## config.mk

```make
export PLATFORM = sky130hd
export DESIGN_NAME = slavefifo2b_gpif_if_flat
export DESIGN_NICKNAME = d
export VERILOG_FILES = /design/src/rtl/slavefifo2b_gpif_if_if.sv /design/src/rtl/slavefifo2b_gpif_if.sv /design/src/flat_wrapper.sv
export SDC_FILE = /design/constraint.sdc
export NUM_CORES = 1
export LEC_CHECK = 0
export CAP_MARGIN = 10
export CORE_ASPECT_RATIO = 0.9
export CORE_MARGIN = 3
export CORE_UTILIZATION = 40
export DETAILED_ROUTE_END_ITERATION = 16
export PLACE_DENSITY = 0.78
export SETUP_SLACK_MARGIN = 0.2
export SLEW_MARGIN = 10
export SYNTH_ARGS = -nofsm -noshare
export SYNTH_HDL_FRONTEND = slang
export SYNTH_SLANG_ARGS = --single-unit
```

## constraint.sdc

```tcl
create_clock -name clk_100 -period 2.4 [get_ports clk_100]
set_input_delay 0.48 -clock clk_100 [delete_from_list [all_inputs] [get_ports clk_100]]
set_output_delay 0.48 -clock clk_100 [all_outputs]
set_load 0.01 [all_outputs]
```

## src/rtl/slavefifo2b_gpif_if_if.sv

```systemverilog
`default_nettype none
// +--------------------------------------------------------------------------+
// | Module      : slavefifo2b_gpif_if_if                                      |
// | Description : FX3 Slave FIFO 2-bit pin bundle.                            |
// |               master modport = FPGA side (drives control/data pins)       |
// |               slave  modport = FX3 side (drives flags and read data)      |
// | Signals     : flaga, flagb        FX3 socket-ready / watermark flags      |
// |               slcs_, slwr_, slrd_, sloe_, pktend_  active-low controls    |
// |               faddr[1:0]          socket address                          |
// |               fdata_o/fdata_oe    FPGA bus drive data / enable            |
// |               fdata_i             sampled bus data                        |
// | Revision    : 1.0  initial release                                        |
// +--------------------------------------------------------------------------+
interface slavefifo2b_gpif_if_if;
    logic        flaga;
    logic        flagb;
    logic        slcs_;
    logic        slwr_;
    logic        slrd_;
    logic        sloe_;
    logic        pktend_;
    logic [1:0]  faddr;
    logic [31:0] fdata_o;
    logic        fdata_oe;
    logic [31:0] fdata_i;

    modport master (
        input  flaga, flagb, fdata_i,
        output slcs_, slwr_, slrd_, sloe_, pktend_, faddr, fdata_o, fdata_oe
    );

    modport slave (
        output flaga, flagb, fdata_i,
        input  slcs_, slwr_, slrd_, sloe_, pktend_, faddr, fdata_o, fdata_oe
    );
endinterface
`default_nettype wire

```

## src/rtl/slavefifo2b_gpif_if.sv

```systemverilog
`default_nettype none
// +--------------------------------------------------------------------------+
// | Module      : slavefifo2b_gpif_if                                         |
// | Description : Pin-side stage between the FX3 Slave FIFO 2-bit bus and the |
// |               stream generators. Registers FX3 flags, selects the active  |
// |               stream mode with an idle gap between modes, registers the   |
// |               write/read strobes and data onto the pins, counts pin       |
// |               writes and flags write overruns against the watermark.      |
// | Ports       : clk_100, reset_ (async, active-low)                         |
// |               mode_req[1:0]       00 none, 01 in, 10 out, 11 none         |
// |               flaga_d, flagb_d    registered FX3 flags                    |
// |               stream_in/out_mode_selected  generator enables              |
// |               slwr_streamIN_, data_out_stream_in[31:0]  write side        |
// |               slrd_streamOUT_, sloe_streamOUT_          read side         |
// |               data_in_stream_out[31:0]  registered bus data               |
// |               wr_count[31:0]      pin writes since last mode select       |
// |               overrun_err, err_clr  sticky overrun error and its clear    |
// |               fx3                 FX3 pin bundle (master modport)         |
// | Revision    : 1.0  initial release                                        |
// +--------------------------------------------------------------------------+
module slavefifo2b_gpif_if #(
    parameter int         GAP_CYCLES = 16,
    parameter logic [1:0] ADDR_IN    = 2'b00,
    parameter logic [1:0] ADDR_OUT   = 2'b11,
    parameter int         OVR_LIMIT  = 3
) (
    input  wire logic        clk_100,
    input  wire logic        reset_,
    input  wire logic [1:0]  mode_req,
    output logic             flaga_d,
    output logic             flagb_d,
    output logic             stream_in_mode_selected,
    output logic             stream_out_mode_selected,
    input  wire logic        slwr_streamIN_,
    input  wire logic [31:0] data_out_stream_in,
    input  wire logic        slrd_streamOUT_,
    input  wire logic        sloe_streamOUT_,
    output logic [31:0]      data_in_stream_out,
    output logic [31:0]      wr_count,
    output logic             overrun_err,
    input  wire logic        err_clr,
    slavefifo2b_gpif_if_if.master fx3
);

    localparam int GAP_W = (GAP_CYCLES < 2) ? 1 : $clog2(GAP_CYCLES);
    localparam int OVR_W = $clog2(OVR_LIMIT + 2);

    localparam logic [GAP_W-1:0] c_GAP_LOAD = GAP_W'(GAP_CYCLES - 1);
    localparam logic [OVR_W-1:0] c_OVR_LIM  = OVR_W'(OVR_LIMIT);
    localparam logic [OVR_W-1:0] c_OVR_SAT  = OVR_W'(OVR_LIMIT + 1);

    typedef enum logic [1:0] {
        ST_IDLE   = 2'd0,
        ST_GAP    = 2'd1,
        ST_ACTIVE = 2'd2,
        ST_DRAIN  = 2'd3
    } state_t;

    // Target encoding: 0 = stream-in (write socket), 1 = stream-out (read socket)
    localparam logic c_TGT_IN  = 1'b0;
    localparam logic c_TGT_OUT = 1'b1;

    // ------------------------------------------------------------------
    // State / register declarations
    // ------------------------------------------------------------------
    state_t           state_q, state_d;
    logic             tgt_q, tgt_d;
    logic [GAP_W-1:0] gap_cnt_q, gap_cnt_d;

    logic [1:0]       mode_q;
    logic             flaga_q, flagb_q;

    logic             sel_in_q, sel_in_d;
    logic             sel_out_q, sel_out_d;

    logic             slcs_q, slcs_d;
    logic             slwr_q, slwr_d;
    logic             slrd_q, slrd_d;
    logic             sloe_q, sloe_d;
    logic             fdata_oe_q, fdata_oe_d;
    logic [1:0]       faddr_q, faddr_d;
    logic [31:0]      fdata_o_q;
    logic [31:0]      data_in_q;

    logic [31:0]      wr_count_q, wr_count_d;
    logic [OVR_W-1:0] ovr_cnt_q, ovr_cnt_d;
    logic             ovr_err_q, ovr_err_d;

    // ------------------------------------------------------------------
    // Mode decode on the registered request (11 behaves as "none")
    // ------------------------------------------------------------------
    logic w_mode_in, w_mode_out, w_mode_is_tgt, w_idle_to_gap;
    logic w_in_en, w_out_en, w_ovr_viol, w_ovr_set;

    assign w_mode_in     = (mode_q == 2'b01);
    assign w_mode_out    = (mode_q == 2'b10);
    assign w_mode_is_tgt = (tgt_q == c_TGT_OUT) ? w_mode_out : w_mode_in;

    // Enables stay up through DRAIN so an in-flight burst reaches the pins.
    // A single target bit guarantees the two enables are mutually exclusive.
    assign w_in_en  = (tgt_q == c_TGT_IN)  &&
                      ((state_q == ST_ACTIVE) || (state_q == ST_DRAIN));
    assign w_out_en = (tgt_q == c_TGT_OUT) &&
                      ((state_q == ST_ACTIVE) || (state_q == ST_DRAIN));

    // ------------------------------------------------------------------
    // Mode-switch FSM: next state
    // ------------------------------------------------------------------
    always_comb begin
        state_d       = state_q;
        tgt_d         = tgt_q;
        gap_cnt_d     = gap_cnt_q;
        w_idle_to_gap = 1'b0;

        unique case (state_q)
            ST_IDLE: begin
                if (w_mode_in || w_mode_out) begin
                    state_d       = ST_GAP;
                    tgt_d         = w_mode_out ? c_TGT_OUT : c_TGT_IN;
                    gap_cnt_d     = c_GAP_LOAD;
                    w_idle_to_gap = 1'b1;
                end
            end
            ST_GAP: begin
                // A change of request during the gap abandons it before any
                // select is raised; IDLE then restarts the gap for the new mode.
                if (!w_mode_is_tgt) begin
                    state_d = ST_IDLE;
                end else if (gap_cnt_q == '0) begin
                    state_d = ST_ACTIVE;
                end else begin
                    gap_cnt_d = gap_cnt_q - 1'b1;
                end
            end
            ST_ACTIVE: begin
                if (!w_mode_is_tgt) begin
                    state_d = ST_DRAIN;
                end
            end
            ST_DRAIN: begin
                // Leave only when neither generator is mid-strobe.
                if (slwr_streamIN_ && slrd_streamOUT_) begin
                    state_d = ST_IDLE;
                end
            end
            default: state_d = ST_IDLE;
        endcase
    end

    always_ff @(posedge clk_100 or negedge reset_) begin
        if (!reset_) begin
            state_q   <= ST_IDLE;
            tgt_q     <= c_TGT_IN;
            gap_cnt_q <= '0;
        end else begin
            state_q   <= state_d;
            tgt_q     <= tgt_d;
            gap_cnt_q <= gap_cnt_d;
        end
    end

    // ------------------------------------------------------------------
    // Pin, select and counter next-state logic
    // ------------------------------------------------------------------
    always_comb begin
        sel_in_d   = (state_q == ST_ACTIVE) && (tgt_q == c_TGT_IN);
        sel_out_d  = (state_q == ST_ACTIVE) && (tgt_q == c_TGT_OUT);

        slcs_d     = (state_q == ST_IDLE);
        slwr_d     = w_in_en  ? slwr_streamIN_  : 1'b1;
        slrd_d     = w_out_en ? slrd_streamOUT_ : 1'b1;
        sloe_d     = w_out_en ? sloe_streamOUT_ : 1'b1;
        fdata_oe_d = w_in_en;

        // Socket address may only move while no transfer can be in progress.
        faddr_d = faddr_q;
        if ((state_q == ST_IDLE) || (state_q == ST_GAP)) begin
            faddr_d = (tgt_q == c_TGT_OUT) ? ADDR_OUT : ADDR_IN;
        end

        // Count on the registered pin strobe so the count matches the bus.
        wr_count_d = wr_count_q;
        if (w_idle_to_gap) begin
            wr_count_d = '0;
        end else if (!slwr_q) begin
            wr_count_d = wr_count_q + 32'd1;
        end

        // Consecutive pin writes against a low watermark; the counter
        // saturates one past the limit so it cannot wrap back to legal.
        w_ovr_viol = !slwr_q && !flagb_q;
        w_ovr_set  = w_ovr_viol && (ovr_cnt_q >= c_OVR_LIM);
        ovr_cnt_d  = '0;
        if (w_ovr_viol) begin
            ovr_cnt_d = (ovr_cnt_q == c_OVR_SAT) ? ovr_cnt_q : ovr_cnt_q + 1'b1;
        end

        // A new violation wins over a coincident clear.
        ovr_err_d = ovr_err_q;
        if (w_ovr_set) begin
            ovr_err_d = 1'b1;
        end else if (err_clr) begin
            ovr_err_d = 1'b0;
        end
    end

    always_ff @(posedge clk_100 or negedge reset_) begin
        if (!reset_) begin
            mode_q     <= 2'b00;
            flaga_q    <= 1'b0;
            flagb_q    <= 1'b0;
            sel_in_q   <= 1'b0;
            sel_out_q  <= 1'b0;
            slcs_q     <= 1'b1;
            slwr_q     <= 1'b1;
            slrd_q     <= 1'b1;
            sloe_q     <= 1'b1;
            fdata_oe_q <= 1'b0;
            faddr_q    <= ADDR_IN;
            fdata_o_q  <= '0;
            data_in_q  <= '0;
            wr_count_q <= '0;
            ovr_cnt_q  <= '0;
            ovr_err_q  <= 1'b0;
        end else begin
            mode_q     <= mode_req;
            flaga_q    <= fx3.flaga;
            flagb_q    <= fx3.flagb;
            sel_in_q   <= sel_in_d;
            sel_out_q  <= sel_out_d;
            slcs_q     <= slcs_d;
            slwr_q     <= slwr_d;
            slrd_q     <= slrd_d;
            sloe_q     <= sloe_d;
            fdata_oe_q <= fdata_oe_d;
            faddr_q    <= faddr_d;
            fdata_o_q  <= data_out_stream_in;
            data_in_q  <= fx3.fdata_i;
            wr_count_q <= wr_count_d;
            ovr_cnt_q  <= ovr_cnt_d;
            ovr_err_q  <= ovr_err_d;
        end
    end

    // ------------------------------------------------------------------
    // Outputs
    // ------------------------------------------------------------------
    assign flaga_d                  = flaga_q;
    assign flagb_d                  = flagb_q;
    assign stream_in_mode_selected  = sel_in_q;
    assign stream_out_mode_selected = sel_out_q;
    assign data_in_stream_out       = data_in_q;
    assign wr_count                 = wr_count_q;
    assign overrun_err              = ovr_err_q;

    assign fx3.slcs_    = slcs_q;
    assign fx3.slwr_    = slwr_q;
    assign fx3.slrd_    = slrd_q;
    assign fx3.sloe_    = sloe_q;
    assign fx3.pktend_  = 1'b1;
    assign fx3.faddr    = faddr_q;
    assign fx3.fdata_o  = fdata_o_q;
    assign fx3.fdata_oe = fdata_oe_q;

endmodule
`default_nettype wire

```

## src/flat_wrapper.sv

```systemverilog
// flat-port wrapper written by rule: the top's interface ports become plain ports
module slavefifo2b_gpif_if_flat 
#(
    parameter int         GAP_CYCLES = 16,
    parameter logic [1:0] ADDR_IN    = 2'b00,
    parameter logic [1:0] ADDR_OUT   = 2'b11,
    parameter int         OVR_LIMIT  = 3
)
  (clk_100, reset_, mode_req, flaga_d, flagb_d, stream_in_mode_selected, stream_out_mode_selected, slwr_streamIN_, data_out_stream_in, slrd_streamOUT_, sloe_streamOUT_, data_in_stream_out, wr_count, overrun_err, err_clr, fx3_flaga, fx3_flagb, fx3_fdata_i, fx3_slcs_, fx3_slwr_, fx3_slrd_, fx3_sloe_, fx3_pktend_, fx3_faddr, fx3_fdata_o, fx3_fdata_oe);
  slavefifo2b_gpif_if_if fx3_i ();
  input  wire logic clk_100;
  input  wire logic reset_;
  input  wire logic [1:0] mode_req;
  output logic flaga_d;
  output logic flagb_d;
  output logic stream_in_mode_selected;
  output logic stream_out_mode_selected;
  input  wire logic slwr_streamIN_;
  input  wire logic [31:0] data_out_stream_in;
  input  wire logic slrd_streamOUT_;
  input  wire logic sloe_streamOUT_;
  output logic [31:0] data_in_stream_out;
  output logic [31:0] wr_count;
  output logic overrun_err;
  input  wire logic err_clr;
  input wire logic [$bits(fx3_i.flaga)-1:0] fx3_flaga;
  input wire logic [$bits(fx3_i.flagb)-1:0] fx3_flagb;
  input wire logic [$bits(fx3_i.fdata_i)-1:0] fx3_fdata_i;
  output wire logic [$bits(fx3_i.slcs_)-1:0] fx3_slcs_;
  output wire logic [$bits(fx3_i.slwr_)-1:0] fx3_slwr_;
  output wire logic [$bits(fx3_i.slrd_)-1:0] fx3_slrd_;
  output wire logic [$bits(fx3_i.sloe_)-1:0] fx3_sloe_;
  output wire logic [$bits(fx3_i.pktend_)-1:0] fx3_pktend_;
  output wire logic [$bits(fx3_i.faddr)-1:0] fx3_faddr;
  output wire logic [$bits(fx3_i.fdata_o)-1:0] fx3_fdata_o;
  output wire logic [$bits(fx3_i.fdata_oe)-1:0] fx3_fdata_oe;
  assign fx3_i.flaga = fx3_flaga;
  assign fx3_i.flagb = fx3_flagb;
  assign fx3_i.fdata_i = fx3_fdata_i;
  assign fx3_slcs_ = fx3_i.slcs_;
  assign fx3_slwr_ = fx3_i.slwr_;
  assign fx3_slrd_ = fx3_i.slrd_;
  assign fx3_sloe_ = fx3_i.sloe_;
  assign fx3_pktend_ = fx3_i.pktend_;
  assign fx3_faddr = fx3_i.faddr;
  assign fx3_fdata_o = fx3_i.fdata_o;
  assign fx3_fdata_oe = fx3_i.fdata_oe;
  slavefifo2b_gpif_if #(.GAP_CYCLES(GAP_CYCLES), .ADDR_IN(ADDR_IN), .ADDR_OUT(ADDR_OUT), .OVR_LIMIT(OVR_LIMIT)) u_core (.clk_100(clk_100), .reset_(reset_), .mode_req(mode_req), .flaga_d(flaga_d), .flagb_d(flagb_d), .stream_in_mode_selected(stream_in_mode_selected), .stream_out_mode_selected(stream_out_mode_selected), .slwr_streamIN_(slwr_streamIN_), .data_out_stream_in(data_out_stream_in), .slrd_streamOUT_(slrd_streamOUT_), .sloe_streamOUT_(sloe_streamOUT_), .data_in_stream_out(data_in_stream_out), .wr_count(wr_count), .overrun_err(overrun_err), .err_clr(err_clr), .fx3(fx3_i));
endmodule
```

---- After elaboration in Yosys (flattened, before gate mapping) ----
Index checks and enable logic that the tools add are counted.
word-level totals
  flip-flop bits (word level) ............. 120
  bits in latches ......................... 0
  RAM bits ................................ 0
  memory bits (read-only) ................. 0
  input bits .............................. 74
  output and inout bits ................... 109
  word-level logic and storage cells ...... 81
  memories ................................ 0
cells by class
  add/sub/neg operators ................... 3
  multipliers ............................. 0
  divide/modulo/power cells ............... 0
  $lt $le $gt $ge ......................... 1
  equality and inequality tests ........... 14
  shifts and indexed selects .............. 0
  multiplexer cells ....................... 24
  bitwise logic cells ..................... 1
  reductions and logical operators ........ 19
operators by type and width
  cell                   count
  $mux 32                2
  $add 32x1->32 const B  1
  $mux 2                 6
  $mux 4                 3
  $ne 2x2->1 const B     6
  $mux 1                 9
  $pmux 2 s4             1
  $pmux 4 s2             1
  $reduce_and 4->1       2
  $logic_and 1x1->1      7
  $eq 2x2->1 const B     3
  $mux 3                 2
  $eq 2x1->1 const B     2
  $logic_not 4->1        1
  $reduce_bool 2->1      2
  $sub 4x1->4 const B    1
  $add 3x1->3 const B    1
  $eq 3x3->1 const B     1
  $ge 3x2->1 const B     1
  $logic_or 1x1->1       3
  $ne 3x3->1 const B     1
  $logic_not 1->1        2
  $logic_not 2->1        1
  $ne 2x1->1 const B     1
  2 further kinds        2

---- Longest topological paths before layout ----
Gate-level depths: netlist of run 1.
  depth after elaboration ................. 5
  mapped depth ............................ 8
  depth with buffers taken out ............ 6

---- Worst setup path before layout of run 1 ----
Ideal clock, no wire load.
  kind .................................... register to register
  from .................................... register u_core.wr_count_q[0] (netlist: u_core.wr_count[0])
  to ...................................... register u_core.wr_count_q[30] (netlist: u_core.wr_count[30])
  library setup time ...................... 0.079 ns
  arrival time ............................ 2.037 ns
  required time ........................... 2.321 ns
  path slack .............................. 0.284 ns
  cell stages (with the launch flop) ...... 9
  buffers on the path ..................... 3
  clock period less this slack ............ 2.116 ns
  cell sequence ........................... dfrtp_1 -> ha_1 -> nand2b_4 -> buf_6 -> or4_1 -> clkbuf_1 -> buf_2 -> nor4_2 -> mux2i_1
on the way
  cells in the longest elaborated chain, start to end .. 3
ends and longest elaborated chain
  item                      RTL line                    RTL
  start: declaration        slavefifo2b_gpif_if.sv:85   logic [31:0] wr_count_q, wr_count_d;
  start signal: assignment  slavefifo2b_gpif_if.sv:239  wr_count_q <= wr_count_d;
  $add 32x1->32             slavefifo2b_gpif_if.sv:186  wr_count_d = wr_count_q + 32'd1;
  $mux 32                   slavefifo2b_gpif_if.sv:185  end else if (!slwr_q) begin
  $mux 32                   slavefifo2b_gpif_if.sv:183  if (w_idle_to_gap) begin
No other way between the ends. The select of a mux whose other input is x is not followed.
A chain may end at the register's enable or synchronous reset.

---- Final worst setup path of run 1 ----
  from .................................... register u_core.slwr_q (netlist: u_core.fx3.slwr_)
  to ...................................... output port fx3_slwr_
RTL lines
  item                      RTL line                    RTL
  start: declaration        slavefifo2b_gpif_if.sv:77   logic slwr_q, slwr_d;
  start signal: assignment  slavefifo2b_gpif_if.sv:232  slwr_q <= slwr_d;
  end: declaration          flat_wrapper.sv:30          output wire logic [$bits(fx3_i.slwr_)-1:0] fx3_slwr_;
No word-level cell between the ends.

==> flow_summary.json, run 1 <==
{
  "status": "completed",
  "yosysWarnings": 0,
  "ys_types": 39,
  "hold_path.class": "in -> reg",
  "cts_sinks": 119,
  "slowest_stage": "clkdlybuf4s50_1",
  "hold_viol_final": 0,
  "antenna_found_initial": 0,
  "die_w_um": 115.6,
  "tns_ns": 0,
  "cp_data_arrival_time_ns": 1.64,
  "seq_area_frac_synth_pct": 68.96,
  "grt_pass1_wl_mm": 17.50,
  "cap_violations": 0,
  "synth_fp_nets": 421,
  "drv_slew": 0,
  "clk_pin_slew_ns": 0.06,
  "gp_congestion": 0.8242,
  "cts_made_buffers": 17,
  "synthArstFlopShare_pct": 100.0,
  "maxSlewHeadroom_pct": 63.42,
  "route.detailed.drc": 0,
  "firstDrtPassIters": 4,
  "cp_top_family": "buffers and inverters",
  "min_period_over_period_pct": 88.48,
  "fin_crit_ns": 2.123,
  "ant_nets": 0,
  "h-tree-depth": 4,
  "synth_area_um2": 4325,
  "dp_hpwl_mm": 7.569,
  "die_area_um2": 12100,
  "drive_above_1_share_pct": 10.44,
  "slowest_delay_ns": 0.55,
  "worstMarginPinSlew_ns": 0.5488,
  "finalNetCount": 614,
  "syn2layout_area_growth_pct": 60.46,
  "vias": 3353,
  "timing.hold.ws_ns": 0.5098,
  "detail_route.iter0.violations": 304,
  "crit_fanout": 8,
  "grt_max_degree": 57,
  "rsz0062_at_grt": "true",
  "worstSkewPairLatency_ns": 0.40,
  "synth-seq-cells": 119,
  "via_per_inst": 4.967,
  "synth-edff-count": 0,
  "peakVddDrop_v": 0.0005960,
  "start_util_pct": 41.68,
  "synthCells": 340,
  "fillers": 747,
  "cts-root-buf": "clkbuf_16",
  "clockBufferDepth": 2,
  "worst-setup-path-type": "reg -> out",
  "track_usage_pct": 18.66,
  "num_antenna_cells": 0,
  "syn_area_per_cell_um2": 12.72,
  "path_cells": "buf_4, clkdlybuf4s50_1",
  "grt-ovfl-total": 0,
  "cp-end-kind": "output pin",
  "fin_worst_skew_ns": 0.007936,
  "row_count": 35,
  "drt-total-wl_mm": 10.93,
  "p_per_area_nw_per_um2": 845.4,
  "ys.flop_type": "dfrtp_1",
  "critPathRequiredTime_ns": 1.92,
  "cp_num_buf_inv": 2,
  "die_h_um": 104.7,
  "wl_per_cell_um": 16.19,
  "p_leak_nw": 2.881,
  "ioPinCount": 183,
  "fmax_mhz": 470.9,
  "grt_pass1_vias": 3417,
  "setup_viol": 0,
  "cts_tree": "yes",
  "io_buffers": 181,
  "core-area_um2": 10380,
  "startpoint_type": "flop"
}
area by class of cell:
class | count | area [µm²] | area share (%)
Clock inverter | 12 | 173.9 | 2.506
Multi-Input combinational cell | 189 | 1212 | 17.47
Clock buffer | 20 | 456.7 | 6.580
Timing Repair Buffer | 190 | 1892 | 27.26
Inverter | 16 | 60.06 | 0.8653
Tap cell | 129 | 161.4 | 2.326
Sequential cell | 119 | 2984 | 43.00
cells in the final DEF (no fill, tap or decap), types with 6 or more instances in the layout:
cell,Yosys,routed
a21oi_1,22,22
buf_4,2,8
nor2_1,18,18
or4_1,12,10
o31ai_1,10,10
or3_1,12,12
ha_1,7,7
xnor2_1,7,7
nor3_1,8,7
nand2b_1,6,6
clkbuf_16,0,17
clkdlybuf4s50_1,0,180
nand4_1,6,6
mux2i_1,6,6
inv_1,16,16
nand2_1,23,23
dfrtp_1,115,114
nand3_1,6,6
o21ai_0,12,12
layer usage:
metal | vias to the layer above | global-route usage [%] | routed length, µm
met2 | 140 | 30.58 | 5680
met5 | - | 0 | 0
met4 | 0 | 6.545 | 144
met1 | 1624 | 22.10 | 4255
li1 | 1578 | - | -
met3 | 11 | 7.643 | 849
registers in the layout, indices dropped and copies added, names as in the netlist, named ones only:
signal,flops
u_core.flagb_d,1
u_core.stream_in_mode_selected,1
u_core.fx3.sloe_,1
u_core.wr_count,32
u_core.ovr_cnt_q,3
u_core.state_q,1
u_core.tgt_q,1
u_core.fx3.slcs_,1
u_core.data_in_stream_out,32
u_core.fx3.fdata_oe,1
u_core.stream_out_mode_selected,1
u_core.fx3.slrd_,1
u_core.fx3.fdata_o,32
u_core.gap_cnt_q,4
u_core.mode_q,2
u_core.fx3.faddr,1
u_core.flaga_d,1
u_core.overrun_err,1
u_core.fx3.slwr_,1
power by group:
part           switching [mW]  leakage [nW]  internal (mW)  total (mW)
logic                   0.393          1.12          0.446       0.839
registers               0.166          1.46           2.18        2.35
clock network           0.892         0.298           1.79        2.68
total                    1.45          2.88           4.42        5.87
metrics by stage:
step	instance area (µm²)	setup slack, ns	utilization [%]	instances	total power, mW
6_report	6940	0.2765	66.87	675	5.867
5_1_grt	6940	0.1737	66.87	675	6.142
4_1_cts	6909	0.2520	66.57	672	5.942
3_5_place_dp	6261	0.1627	60.33	639	3.209
3_3_place_gp	6261	0.2150	60.33	639	3.175
2_1_floorplan	4325	0.2835	-	340	2.721
kinds of logic after synthesis:
logic type,after synthesis,synth area share (%)
adders and majority gates,7,2.025
buffers and inverters,33,3.645
and+or+nand+nor,106,13.51
muxes,8,1.909
AOI/OAI and AO/OA,55,7.637
DFF,119,68.96
other,1,0.08670
xor gates and xnor gates,11,2.227
worst paths after layout:
| check | start | end | slack, ns | depth (start not counted) |
|---|---|---|---|---|
| worst max-delay path | u_core.fx3.slwr_ | fx3_slwr_ | 0.28 | 2 |
| worst min-delay path | fx3_fdata_i[8] | u_core.data_in_stream_out[8] | 0.51 | 1 |
| worst max register to register | u_core.wr_count[1] | u_core.wr_count[28] | 0.32 | 5 |
| worst min register to register | u_core.flagb_d | u_core.ovr_cnt_q[2] | 0.52 | 1 |
| max in group asynchronous | reset_ | u_core.fx3.slcs_ | 1.17 | 3 |
| min in group asynchronous | reset_ | u_core.wr_count[5] | 0.53 | 2 |
what timing repair did:
item / in CTS / in global routing
hold endpoints to repair: 19 / 0
gates cloned: 0 / 1
setup buffers: 0 / 2
pin swaps: 0 / 2
hold buffers: 1 / 0
gates resized for setup: 2 / 2
setup endpoints to repair: 6 / 6
cell usage after synthesis, drive strengths merged, types with 3 or more instances:
library cell | count | area [µm²]
o21ai | 12 | 60.06
nor4 | 6 | 43.79
nor3 | 8 | 40.04
buf | 8 | 63.80
nand2 | 23 | 86.33
dfstp | 4 | 105.1
a21oi | 22 | 110.1
nand4 | 7 | 50.05
nand3 | 6 | 30.03
xnor2 | 7 | 61.31
or3 | 12 | 75.07
ha | 7 | 87.58
mux2i | 6 | 60.06
nor2 | 18 | 67.56
o31ai | 10 | 75.07
a31oi | 3 | 18.77
a211oi | 3 | 22.52
nand2b | 7 | 51.30
xor2 | 4 | 35.03
dfrtp | 115 | 2878
clkbuf | 9 | 33.78
or4 | 12 | 90.09
inv | 16 | 60.06
No activity file was read; power rests on OpenSTA's default activity.
==> inputs of run 2 (changes only) <==
--- a/config.mk
+++ b/config.mk
@@ -10,6 +10,7 @@
 export CORE_MARGIN = 3
 export CORE_UTILIZATION = 40
 export DETAILED_ROUTE_END_ITERATION = 16
+export GPL_TIMING_DRIVEN = 0
 export PLACE_DENSITY = 0.78
 export SETUP_SLACK_MARGIN = 0.2
 export SLEW_MARGIN = 10
==> run 2 against run 1 <==
Total power decreased by 1.6%. Sequential power decreased by 3%. Cell area increased by 0.90%. Die area unchanged. Critical path type is now reg -> reg.
==> flow_summary.json, run 2 (synthesis gave the netlist of run 1 again) <==
{
  "cts_sinks": 119,
  "die_w_um": 115.6,
  "peakVddDrop_v": 0.0005062,
  "preCtsSetupSlack_ns": 0.1256,
  "timing.hold.ws_ns": 0.04744,
  "dp_hpwl_mm": 7.727,
  "via_per_inst": 4.943,
  "grt_pass1_wl_mm": 17.77,
  "syn2layout_area_growth_pct": 61.90,
  "cts_made_buffers": 17,
  "drv_slew": 0,
  "rsz0062_at_grt": "false",
  "core-area_um2": 10380,
  "die_area_um2": 12100,
  "hold_viol_final": 0,
  "worstSkewPairLatency_ns": 0.40,
  "tns_ns": 0,
  "setup_viol": 0,
  "worstMarginPinSlew_ns": 0.5621,
  "fmax_mhz": 465.1,
  "grt_max_degree": 66,
  "maxSlewHeadroom_pct": 62.53,
  "p_leak_nw": 2.917,
  "die_h_um": 104.7,
  "multi_input_area_um2": 1220,
  "num_antenna_cells": 0,
  "drive_above_1_share_pct": 11.67,
  "antenna_found_initial": 0,
  "status": "completed",
  "startpoint_type": "flop",
  "cts_tree": "yes",
  "grt_pass1_vias": 3572,
  "clk_pin_slew_ns": 0.06,
  "ant_nets": 0,
  "cts-root-buf": "clkbuf_16",
  "hold_path.class": "in -> async",
  "layout_setup_ws_ns": 0.2499,
  "p_total_mw": 5.776,
  "p_per_area_nw_per_um2": 824.7,
  "cp_data_arrival_time_ns": 2.47,
  "detail_route.iter0.violations": 290,
  "fin_worst_skew_ns": 0.006840,
  "worstRegToRegCells": 7,
  "fillers": 777,
  "cap_violations": 0,
  "final_common_cell": "clkdlybuf4s50_1",
  "min_period_over_period_pct": 89.59,
  "h-tree-depth": 4,
  "timing.rr.end": "u_core.wr_count[28]",
  "io_buffers": 181,
  "gp_congestion": 0.8023,
  "row_count": 35,
  "route.detailed.drc": 0,
  "reg2reg_slack_ns": 0.25,
  "critPathRequiredTime_ns": 2.72,
  "finalNetCount": 625,
  "seq_area_um2": 2985,
  "vias": 3391,
  "fin_crit_ns": 2.150,
  "start_util_pct": 41.68,
  "crit_fanout": 10,
  "wl_per_cell_um": 15.86,
  "firstDrtPassIters": 4,
  "cp-end-kind": "flop",
  "layout_common_cells": "180 x clkdlybuf4s50_1, 113 x dfrtp_1, 23 x nand2_1, 20 x a21oi_1, 18 x nor2_1",
  "track_usage_pct": 18.89,
  "ioPinCount": 183,
  "final_util_pct": 67.47,
  "grt-ovfl-total": 0,
  "drt-total-wl_mm": 10.88,
  "clockBufferDepth": 2,
  "worst-setup-path-type": "reg -> reg",
  "rr_startpoint": "u_core.fx3.slwr_"
}
-- run 2: how the worst max path moves through the flow --
stage,start,end,depth (start not counted)
finish,u_core.fx3.slwr_,u_core.wr_count[28],7
detailed placement,u_core.wr_count[0],u_core.wr_count[30],8
global route,u_core.wr_count[4],u_core.wr_count[27],7
global placement,reset_,u_core.fx3.fdata_o[28],1
CTS,u_core.wr_count[2],u_core.wr_count[29],7
floorplan,u_core.wr_count[0],u_core.wr_count[30],8
-- run 2: per-stage QoR --
stage                     std cells  cell area [µm²]
after global routing            686             7003
after global placement          650             6299
final                           686             7003
after detailed placement        651             6327
after floorplan                 340             4325
after CTS                       685             6948
-- run 2: power by group --
| group | switching (mW) | internal, mW |
|---|---|---|
| clock | 0.903 | 1.63 |
| combinational | 0.479 | 0.485 |
| sequential | 0.0950 | 2.18 |
-- run 2: repair_timing --
action,CTS,global route
endpoints found under the setup margin,6,9
setup buffers,2,1
pin swaps,0,2
hold buffers,0,0
gates resized for setup,2,13
-- run 2: area by class of cell --
cell class | instances | share of cell area, %
plain buffers | 17 | 1.590
clock buffers | 17 | 6.075
clock inverters | 15 | 2.519
inverters | 16 | 0.8576
multi-input cells | 188 | 17.42
flip-flops and latches | 119 | 42.63
well taps | 129 | 2.305
repair buffers | 185 | 26.60
-- run 2: routing by layer --
layer / up-vias / part of all wire (%) / track usage (%)
li1: 1597 / - / -
met1: 1658 / 38 / 22.54
met2: 126 / 54 / 31.16
met3: 10 / 7.5 / 8.049
met4: 0 / 1.0 / 5.385
met5: - / 0 / 0
-- run 2: worst max-delay path, stage by stage, from the launching register on --
cell and delay [ns]:
dfstp_2 0.37, buf_6 0.13, nand2b_4 0.13, buf_6 0.13
or4_1 0.50, buf_6 0.16, or4_1 0.52, a21oi_2 0.14
==> inputs of run 3 (changes only) <==
--- a/config.mk
+++ b/config.mk
@@ -13,7 +13,6 @@
 export GPL_TIMING_DRIVEN = 0
 export PLACE_DENSITY = 0.78
 export SETUP_SLACK_MARGIN = 0.2
-export SLEW_MARGIN = 10
 export SYNTH_ARGS = -nofsm -noshare
 export SYNTH_HDL_FRONTEND = slang
 export SYNTH_SLANG_ARGS = --single-unit
==> constraint.sdc (replaced) <==
create_clock -name clk_100 -period 2.4 [get_ports clk_100]
set_input_delay 0.48 -clock clk_100 [delete_from_list [all_inputs] [get_ports clk_100]]
set_output_delay 0.48 -clock clk_100 [all_outputs]
set_load 0.005 [all_outputs]
==> run 3 against run 2 <==
Hold slack improved by 0.44 ns. Cell count rose by 0.29%. Non-clock buffer count rose by 2. Register-to-register slack barely moved. Global-route usage fell by 0.22 points. First-iteration DRC count rose by 3.4%. Sequential power barely moved.
==> flow_summary.json, run 3 (synthesis gave the netlist of run 1 again) <==
{
  "status": "completed",
  "min_period_over_period_pct": 89.03,
  "p_per_area_nw_per_um2": 846.5,
  "h-tree-depth": 4,
  "rsz0062_at_grt": "false",
  "core-area_um2": 10380,
  "preCtsSetupSlack_ns": 0.1352,
  "p_leak_nw": 2.949,
  "finalNetCount": 627,
  "die_area_um2": 12100,
  "slowest_delay_ns": 0.52,
  "row_count": 35,
  "die_w_um": 115.6,
  "final_common_cell": "clkdlybuf4s50_1",
  "grt_max_degree": 100,
  "layout_common_cells": "180 x clkdlybuf4s50_1, 112 x dfrtp_1, 23 x nand2_1, 21 x a21oi_1, 18 x nor2_1",
  "final_util_pct": 68.13,
  "dp_hpwl_mm": 7.604,
  "cp.depth": 7,
  "vias": 3410,
  "grt_pass1_vias": 3611,
  "cts_tree": "yes",
  "cpMostUsedCell": "buf_6",
  "cp_top_family": "simple AND/OR/NAND/NOR gates",
  "rr_startpoint": "u_core.fx3.slwr_",
  "num_antenna_cells": 0,
  "path_cells": "buf_6, nand2b_4, buf_6, or4_4, buf_6, or4_1, a21oi_2",
  "detail_route.iter0.violations": 300,
  "route.detailed.drc": 0,
  "wl_per_cell_um": 15.60,
  "worstRegToRegCells": 7,
  "grt-ovfl-total": 0,
  "gp_congestion": 0.8023,
  "tns_ns": 0,
  "cp-end-kind": "flop",
  "setup_viol": 0,
  "hold_viol_final": 0,
  "cts_sinks": 119,
  "fin_crit_ns": 2.137,
  "crit_start": "u_core.fx3.slwr_",
  "fin_worst_skew_ns": 0.006134,
  "clk_pin_slew_ns": 0.06,
  "reg2reg_slack_ns": 0.26,
  "cts_made_buffers": 17,
  "critPathRequiredTime_ns": 2.73,
  "drive_above_1_share_pct": 11.63,
  "hold_path.class": "in -> async",
  "ant_nets": 0,
  "timing.rr.end": "u_core.wr_count[26]",
  "maxSlewHeadroom_pct": 64.06,
  "syn2layout_area_growth_pct": 63.47,
  "worstMarginPinSlew_ns": 0.5379,
  "cts-root-buf": "clkbuf_16",
  "crit_fanout": 10,
  "drv_slew": 0,
  "worst-setup-path-type": "reg -> reg",
  "antenna_found_initial": 0,
  "startpoint_type": "flop",
  "start_util_pct": 41.68,
  "via_per_inst": 4.956,
  "die_h_um": 104.7,
  "track_usage_pct": 18.67,
  "fmax_mhz": 468.0,
  "peakVddDrop_v": 0.0006580,
  "cap_violations": 0,
  "layout_setup_ws_ns": 0.2633,
  "clockBufferDepth": 2,
  "ioPinCount": 183,
  "firstDrtPassIters": 4,
  "slowest_stage": "or4_1",
  "drt-total-wl_mm": 10.73,
  "grt_pass1_wl_mm": 17.68,
  "cp_num_buf_inv": 3,
  "cp_data_arrival_time_ns": 2.47,
  "cp-endpoint": "u_core.wr_count[26]",
  "io_buffers": 181,
  "worstSkewPairLatency_ns": 0.40
}
[run 3: changes by cell type in the layout (fill, tap and decap cells not counted)]
cell,delta
clkinv_2,-3
buf_4,+2
bufinv_16,+2
a21oi_1,+1
a21oi_2,-1
buf_6,-1
clkbuf_8,+1
dfrtp_1,-1
dfrtp_2,+1
dlygate4sd3_1,+1
ha_1,+1
ha_2,-1
[run 3: worst register-to-register path, stage by stage, from the launching register on]
cell and delay, ns:
dfstp_2 0.37, buf_6 0.13, nand2b_4 0.14, buf_6 0.13
or4_4 0.48, buf_6 0.15, or4_1 0.52, a21oi_2 0.15
[run 3: repair_timing]
item / CTS / global route
hold buffers: 1 / 0
setup endpoints to repair: 6 / 8
hold endpoints to repair: 18 / 0
setup buffers: 2 / 2
pin swaps: 0 / 1
resized for setup: 3 / 11
[run 3: worst min-delay path by stage]
stage / start / end / slack [ns]
finish: reset_ / u_core.wr_count[3] / 0.49
global route: reset_ / u_core.wr_count[0] / 0.49
CTS: reset_ / u_core.wr_count[1] / 0.48
detailed placement: reset_ / u_core.wr_count[3] / 0.34
global placement: u_core.flagb_d / u_core.ovr_cnt_q[2] / 0.51
floorplan: reset_ / async pin / 0.18
[run 3: final cells by class]
cell class	instances	area, µm²
Timing Repair Buffer	187	1881
Sequential cell	119	2987
Fill cell	771	3308
Clock buffer	18	439.2
Multi-Input combinational cell	188	1214
Inverter	16	60.06
Tap cell	129	161.4
Clock inverter	14	221.5
Buffer	17	107.6
[run 3: power by group]
part	total (mW)	internal, mW	leakage, nW	switching [mW]
registers	2.27	2.18	1.46	0.0919
clock network	2.79	1.88	0.313	0.916
logic	0.919	0.484	1.17	0.435
total	5.99	4.54	2.95	1.44
[run 3: routing by layer]
metal / routed length [µm] / part of all wire, % / global-route usage, % / vias to the layer above
li1: - / - / - / 1599
met1: 4079 / 38 / 21.35 / 1661
met2: 5725 / 53 / 31.65 / 134
met3: 792 / 7.4 / 7.991 / 16
met4: 137 / 1.3 / 5.551 / 0
met5: 0 / 0 / 0 / -
[run 3: through the flow]
step / total power, mW / std cells / area [µm²] / hold WS (ns)
floorplan: 2.674 / 340 / 4325 / 0.1844
global placement: 3.159 / 650 / 6299 / 0.5062
detailed placement: 3.200 / 651 / 6327 / 0.3413
CTS: 6.049 / 686 / 7018 / 0.4759
global route: 6.259 / 688 / 7071 / 0.4852
finish: 5.985 / 688 / 7071 / 0.4873
